[src/rtl/ahblite_slave_master_reg.sv]
// Registered AHB-Lite bridge: upstream slave port, downstream master port.
// Each accepted transfer is latched and replayed downstream as a single
// NONSEQ through a small FSM. This breaks every combinational path between
// the two buses. Downstream errors are returned upstream as a two-cycle
// ERROR response. A downstream stall that lasts too long is abandoned and
// reported upstream as ERROR.
module ahblite_slave_master_reg #(
  parameter int ADDR_WIDTH     = 32,
  parameter int DATA_WIDTH     = 32,   // 32 or 64
  parameter int TIMEOUT_CYCLES = 256   // 0 disables the stall timeout
) (
  input  logic                  HCLK,
  input  logic                  HRESET,
  // upstream slave port
  input  logic                  HSEL,
  input  logic                  HREADY,
  input  logic [ADDR_WIDTH-1:0] HADDR_MASTER,
  input  logic [1:0]            HTRANS_MASTER,
  input  logic [2:0]            HSIZE_MASTER,
  input  logic [2:0]            HBURST_MASTER,
  input  logic [3:0]            HPROT_MASTER,
  input  logic                  HWRITE_MASTER,
  input  logic                  HMASTLOCK_MASTER,
  input  logic [DATA_WIDTH-1:0] HWDATA_MASTER,
  output logic [DATA_WIDTH-1:0] HRDATA_MASTER,
  output logic [1:0]            HRESP_MASTER,
  output logic                  HREADYOUT_MASTER,
  // downstream master port
  output logic [ADDR_WIDTH-1:0] HADDR_SLAVE,
  output logic [1:0]            HTRANS_SLAVE,
  output logic [2:0]            HSIZE_SLAVE,
  output logic [2:0]            HBURST_SLAVE,
  output logic [3:0]            HPROT_SLAVE,
  output logic                  HWRITE_SLAVE,
  output logic                  HMASTLOCK_SLAVE,
  output logic [DATA_WIDTH-1:0] HWDATA_SLAVE,
  input  logic [DATA_WIDTH-1:0] HRDATA_SLAVE,
  input  logic [1:0]            HRESP_SLAVE,
  input  logic                  HREADY_SLAVE,
  output logic                  TIMEOUT_PULSE
);

  localparam bit                TIMEOUT_EN = (TIMEOUT_CYCLES > 0);
  localparam int                CNT_W      = TIMEOUT_EN ? $clog2(TIMEOUT_CYCLES + 1) : 1;
  // The limit is reached on the stall cycle in which the count would step
  // from TIMEOUT_CYCLES-1 to TIMEOUT_CYCLES.
  localparam logic [CNT_W-1:0]  CNT_LAST   = CNT_W'(TIMEOUT_EN ? TIMEOUT_CYCLES - 1 : 0);
  localparam logic [CNT_W-1:0]  CNT_MAX    = '1;

  localparam logic [1:0] HTRANS_IDLE   = 2'b00;
  localparam logic [1:0] HTRANS_NONSEQ = 2'b10;
  localparam logic [1:0] HRESP_OKAY    = 2'b00;
  localparam logic [1:0] HRESP_ERROR   = 2'b01;
  localparam logic [2:0] HBURST_SINGLE = 3'b000;

  typedef enum logic [2:0] {
    ST_IDLE,
    ST_ADDR,
    ST_DATA,
    ST_RESP,
    ST_ERR1,
    ST_ERR2
  } state_t;

  state_t           state_reg;
  state_t           state_next;
  logic [CNT_W-1:0] count_reg;

  logic can_accept;
  logic accept;
  logic resp_err;
  logic timeout_hit;

  // Bursts are always split into singles, and SEQ is treated like NONSEQ.
  // These input bits therefore carry no information for the bridge.
  logic unused_inputs;
  assign unused_inputs = ^{HBURST_MASTER, HTRANS_MASTER[0]};

  // A new transfer may only be taken while the upstream data phase is
  // completing, that is whenever HREADYOUT_MASTER is high.
  assign can_accept  = (state_reg == ST_IDLE) || (state_reg == ST_RESP) ||
                       (state_reg == ST_ERR2);
  assign accept      = can_accept && HSEL && HREADY && HTRANS_MASTER[1];
  // Any non-OKAY downstream response is folded into ERROR.
  assign resp_err    = (HRESP_SLAVE != HRESP_OKAY);
  // A completing downstream beat wins over a timeout in the same cycle.
  assign timeout_hit = TIMEOUT_EN && (state_reg == ST_DATA) && !HREADY_SLAVE &&
                       (count_reg == CNT_LAST);

  // State register
  always_ff @(posedge HCLK) begin
    if (HRESET) begin
      state_reg <= ST_IDLE;
    end else begin
      state_reg <= state_next;
    end
  end

  // Next-state logic
  always_comb begin
    state_next = state_reg;
    case (state_reg)
      ST_IDLE, ST_RESP, ST_ERR2: state_next = accept ? ST_ADDR : ST_IDLE;
      ST_ADDR:                   if (HREADY_SLAVE) state_next = ST_DATA;
      ST_DATA: begin
        if (HREADY_SLAVE) begin
          state_next = resp_err ? ST_ERR1 : ST_RESP;
        end else if (timeout_hit) begin
          state_next = ST_ERR1;
        end
      end
      ST_ERR1:                   state_next = ST_ERR2;
      default:                   state_next = ST_IDLE;
    endcase
  end

  // Upstream response and timeout strobe, decoded from the current state
  always_comb begin
    HREADYOUT_MASTER = 1'b1;
    HRESP_MASTER     = HRESP_OKAY;
    TIMEOUT_PULSE    = timeout_hit;
    case (state_reg)
      ST_ADDR, ST_DATA: HREADYOUT_MASTER = 1'b0;
      ST_ERR1: begin
        HREADYOUT_MASTER = 1'b0;
        HRESP_MASTER     = HRESP_ERROR;
      end
      ST_ERR2:          HRESP_MASTER     = HRESP_ERROR;
      default: begin
        HREADYOUT_MASTER = 1'b1;
        HRESP_MASTER     = HRESP_OKAY;
      end
    endcase
  end

  // Downstream address/control and write data registers
  always_ff @(posedge HCLK) begin
    if (HRESET) begin
      HADDR_SLAVE     <= '0;
      HTRANS_SLAVE    <= HTRANS_IDLE;
      HSIZE_SLAVE     <= '0;
      HBURST_SLAVE    <= '0;
      HPROT_SLAVE     <= '0;
      HWRITE_SLAVE    <= 1'b0;
      HMASTLOCK_SLAVE <= 1'b0;
      HWDATA_SLAVE    <= '0;
    end else begin
      if (accept) begin
        HADDR_SLAVE     <= HADDR_MASTER;
        HTRANS_SLAVE    <= HTRANS_NONSEQ;
        HSIZE_SLAVE     <= HSIZE_MASTER;
        HBURST_SLAVE    <= HBURST_SINGLE;
        HPROT_SLAVE     <= HPROT_MASTER;
        HWRITE_SLAVE    <= HWRITE_MASTER;
        HMASTLOCK_SLAVE <= HMASTLOCK_MASTER;
      end else if ((state_reg == ST_ADDR) && HREADY_SLAVE) begin
        // The address phase has been taken downstream, so a single NONSEQ
        // is issued per transfer.
        HTRANS_SLAVE <= HTRANS_IDLE;
      end
      // Upstream write data is valid throughout the ADDR cycles. It is held
      // for the downstream data phase.
      if (state_reg == ST_ADDR) begin
        HWDATA_SLAVE <= HWDATA_MASTER;
      end
    end
  end

  // Read data returned upstream: valid in the RESP cycle only, zero otherwise
  always_ff @(posedge HCLK) begin
    if (HRESET) begin
      HRDATA_MASTER <= '0;
    end else if ((state_reg == ST_DATA) && HREADY_SLAVE && !resp_err) begin
      HRDATA_MASTER <= HRDATA_SLAVE;
    end else begin
      HRDATA_MASTER <= '0;
    end
  end

  // Downstream stall counter: cleared when a transfer is accepted, and
  // counting (saturating) in DATA while the downstream slave waits
  always_ff @(posedge HCLK) begin
    if (HRESET) begin
      count_reg <= '0;
    end else if (accept) begin
      count_reg <= '0;
    end else if ((state_reg == ST_DATA) && !HREADY_SLAVE && (count_reg != CNT_MAX)) begin
      count_reg <= count_reg + CNT_W'(1);
    end
  end

endmodule
[config.mk]
export PLATFORM = sky130hd
export DESIGN_NAME = ahblite_slave_master_reg
export DESIGN_NICKNAME = d
export VERILOG_FILES = /design/src/rtl/ahblite_slave_master_reg.sv
export SDC_FILE = /design/constraint.sdc
export NUM_CORES = 1
export LEC_CHECK = 0
export BUFFER_PORTS_ARGS = -buffer_cell sky130_fd_sc_hd__buf_2
export CAP_MARGIN = 20
export CORE_ASPECT_RATIO = 2
export CORE_MARGIN = 5
export CORE_UTILIZATION = 30
export CTS_CLUSTER_SIZE = 40
export DETAILED_ROUTE_END_ITERATION = 16
export PLACE_DENSITY_LB_ADDON = 0.2
export REMOVE_ABC_BUFFERS = 1
export SYNTH_ARGS = -nofsm -noshare
export SYNTH_HDL_FRONTEND = slang
export SYNTH_SLANG_ARGS = --single-unit
[constraint.sdc]
create_clock -name HCLK -period 1.6 [get_ports HCLK]
set_input_delay 0.16 -clock HCLK [delete_from_list [all_inputs] [get_ports HCLK]]
set_output_delay 0.16 -clock HCLK [all_outputs]
set_load 0.02 [all_outputs]
* After elaboration in Yosys (flattened, before gate mapping)
Cells that the tools add are included. Widths: inputs -> output; s select.
Word-level totals: input port bits 117, ROM bits 0, bits in latches 0, register bits after elaboration 118, output and inout port bits 114, word-level logic and storage cells 53, memory bits (writable) 0, memories 0
Operators by class: muxes and demuxes 10, magnitude comparators 0, add/subtract/negate cells 1, multipliers 0, shift-type cells 0, divide/modulo/power cells 0, reductions and logical operators 22, bitwise gates (word level) 1, equal/unequal tests 9
Operators by type and width (count):
- $mux 3 | 4
- $pmux 3 s4 | 1
- $add 9x1->9 const B | 1
- $eq 9x8->1 const B | 1
- $logic_and 1x1->1 | 9
- $ne 9x9->1 const B | 1
- $eq 3x2->1 const B | 2
- $eq 3x3->1 const B | 2
- $reduce_or 2->1 | 3
- $reduce_or 3->1 | 2
- $mux 2 | 2
- $reduce_bool 2->1 | 2
- $eq 3x1->1 const B | 1
- $logic_not 3->1 | 1
- $mux 1 | 3
- $ne 3x3->1 const B | 1
- $logic_not 1->1 | 2
- $logic_or 1x1->1 | 2
- $ne 2x2->1 const B | 1
- $reduce_and 2->1 | 1
- $not 1->1 | 1

* Depth between registers and ports, before layout
depth in word-level cells 8, gate-level depth with buffers 7, mapped depth without buffers 7

* Least setup slack after synthesis
OpenSTA, ideal clock, no wires.
path type reg2reg, from register count_reg[5], to register count_reg[8], stages on the path, launching flop included 7, period minus slack after synthesis 1622 ps, path buffers 0, arrival time 1522 ps, data required time 1500 ps, setup slack -22 ps, cell sequence dfxtp_1 -> and4_1 -> and4_1 -> ha_1 -> and2b_4 -> nor2_2 -> a2111oi_4
On the way: cells in the longest elaborated chain, start to end 2
RTL lines:
- from (decl) | RTL line 67 | logic [CNT_W-1:0] count_reg;
- from (signal assigned) | RTL line 188 | count_reg <= count_reg + CNT_W'(1);
- branches (longest 2 deep; another with $add 9x1->9)
Parallel ways; which one is timed is not known. A chain may end at the register's enable or synchronous reset.

* Worst setup path in the final report
from register count_reg[3], to output port TIMEOUT_PULSE
On the way: cells in the longest elaborated chain, start to end 2
RTL lines:
- $eq 9x8->1 | RTL line 88 | (count_reg == CNT_LAST);
- $logic_and 1x1->1 | RTL line 87 | assign timeout_hit = TIMEOUT_EN && (state_reg == ST_DATA) && !HREADY_SLAVE &&
- to (decl) | RTL line 40 | output logic TIMEOUT_PULSE
No other way between the ends.

==> results.json <==
{
  "ioPinCount": 231,
  "postSynth.asyncResetShare_pct": 0,
  "clkSinkCount": 118,
  "cts_tree": "done",
  "drive_above_1_share_pct": 37.6,
  "synthXorXnorAreaFrac_pct": 1.53,
  "timing.final.ws_setup_ps": -237,
  "min_period_over_period_pct": 115,
  "grt_pass1_wl_mm": 21.5,
  "pre_cts_slack_ps": -102,
  "outcome": "finished with violations",
  "cp.arrival_ps": 1680,
  "place_congestion": 0.728,
  "antenna_left": 0,
  "avgSynthCellArea_um2": 9.63,
  "min_path_type": "input port to flip-flop",
  "die_w_um": 97.3,
  "leakagePower_nw": 3.48,
  "slew_violations": 0,
  "fin_nets": 927,
  "critical_path_class": "flip-flop to output port",
  "cts_root_buffer": "clkbuf_16",
  "synth_simple_gate_area_share_pct": 26.4,
  "final_hold_viol_count": 0,
  "viasPerCell": 4.22,
  "rsz0062_at_grt": "true",
  "dieArea_um2": 18000,
  "wl_met3_mm": 1.31,
  "p_total_mw": 7.73,
  "ys_ff_latch": 118,
  "synth_compound_area_share_pct": 5.45,
  "clk_path_buf_depth": 2,
  "cap_violations": 0,
  "cp-start-kind": "flip-flop",
  "end_kind": "output port",
  "htree_num_levels": 4,
  "final_cell_mix": "218 x buf_2, 114 x dfxtp_1, 91 x dlygate4sd3_1",
  "clk_latency_ps": 410,
  "row_count": 64,
  "required_ps": 1440,
  "grt_pass1_vias": 4460,
  "reg_top3": "HADDR_SLAVE x32, HRDATA_MASTER x32, HWDATA_SLAVE x32",
  "fill_cells": 1375,
  "final_common_cell": "buf_2",
  "dpl.hpwl_mm": 8.41,
  "clk_pin_slew_ps": 60,
  "peakVddDrop_mv": 0.741,
  "synth-seq-area-share_pct": 51.7,
  "synth_edf_count": 0,
  "highest_layer": "met4",
  "met2_length_mm": 6.18,
  "period_needed_ps": 1840,
  "grt-ovfl-total": 0,
  "cts_buffers": 17,
  "antenna_found_initial": 0,
  "setup_violations": 10,
  "area_growth_pct": 68.7,
  "n_antenna_cell": 0,
  "syn_inst": 475,
  "grt_max_degree": 41,
  "violations": "setup timing",
  "synth_top_family_by_area": "simple AND/OR/NAND/NOR gates",
  "grt_use_total_pct": 14.7,
  "synthAdderAreaFrac_pct": 0.821,
  "routedWlPerCell_um": 13.1,
  "core_um2": 15100,
  "num_vias": 4287,
  "ys.flop_type": "dfxtp_1",
  "whs_ps": 20.9,
  "die_h_um": 185,
  "totalWireLength_mm": 13.3,
  "p_per_area_nw_per_um2": 1000,
  "synthMuxAreaShare_pct": 9.20,
  "synthesis.area_um2": 4570,
  "wl_met1_mm": 5.67,
  "drt_drc_violations_left": 0,
  "drt_iter0_markers": 111,
  "max_clock_freq_ghz": 0.544,
  "skew_ps": 7.99,
  "synth_cell_type_count": 36,
  "io_buffers": 221,
  "crit_fanout": 2,
  "initial_core_util_pct": 30.2,
  "yosysWarnings": 0,
  "first_pass_iters": 5
}
## power breakdown
group	internal, mW	switching, mW	total [mW]
Clock	2.48	1.37	3.85
Sequential	3.02	0.0378	3.05
Combinational	0.455	0.379	0.834
## final cells by class
| class | instances | area (um2) | share of cell area, % |
|---|---|---|---|
| sequential | 118 | 2370 | 30.7 |
| clock inverter | 12 | 155 | 2.01 |
| tap | 198 | 248 | 3.21 |
| inverter | 3 | 11.3 | 0.146 |
| timing repair buffer | 347 | 2410 | 31.3 |
| multi-input combinational | 320 | 2080 | 26.9 |
| clock buffer | 19 | 443 | 5.74 |
## logic make-up (layout without fill, tap and decap cells)
group                      Yosys count  after routing
muxes                               42             42
other                                1              5
xor gates and xnor gates             8              8
and+or+nand+nor                    218            218
adders and majority gates            3              3
buffers and inverters               41            381
DFF                                118            118
AOI/OAI and AO/OA                   44             44
## critical path, cell delays in order, from the launching register on
cell,delay (ps)
dfxtp_1,330
and4_1,240
and4_4,250
buf_6,100
ha_4,110
and2_4,130
buf_6,110
## synth_stat cells, drive strengths merged (4+ instances only)
cell type | count | area share [%]
xor2 | 7 | 1.3
a21oi | 37 | 4.1
clkbuf | 20 | 1.6
mux2i | 42 | 9.2
nor2 | 5 | 0.47
nand2 | 66 | 5.4
nand3 | 4 | 0.44
dfxtp | 118 | 52
buf | 18 | 3.0
o21ai | 4 | 0.44
nor3 | 10 | 1.1
nand2b | 83 | 11
and2 | 33 | 4.5
nand4 | 4 | 0.55
## repair_timing
action | 4_1_cts | 5_1_grt
endpoints found under the hold margin | 91 | 0
cloned | 0 | 4
hold buffers | 91 | 0
resized for setup | 19 | 9
pin swaps | 8 | 8
setup buffers | 5 | 2
setup endpoints to repair | 8 | 48
## per-stage QoR
stage,cells,instance area [um2],setup TNS [ps],utilization [%]
2_1_floorplan,441,4370,-87950,-
3_3_place_gp,884,5970,-171,39.4
3_5_place_dp,884,5970,-378,39.4
4_1_cts,1011,7580,-799,50.1
5_1_grt,1017,7710,-2330,51.0
6_report,1017,7710,-1040,51.0
## layer usage
layer	vias up	GRT usage (%)
met5	-	0
met4	0	6.16
met3	11	7.16
met2	175	22.7
met1	1907	17.3
li1	2194	-
## final timing paths
| check | start | end | cells after the start | slack, ps |
|---|---|---|---|---|
| setup / recovery | count_reg[3] | TIMEOUT_PULSE | 6 | -240 |
| hold / removal | HADDR_MASTER[7] | HADDR_SLAVE[7] | 3 | 20 |
| setup reg to reg | count_reg[2] | count_reg[5] | 8 | -150 |
| hold reg to reg | HWDATA_SLAVE[31] | HWDATA_SLAVE[31] | 2 | 450 |
Power figures use the tool's default switching activity.
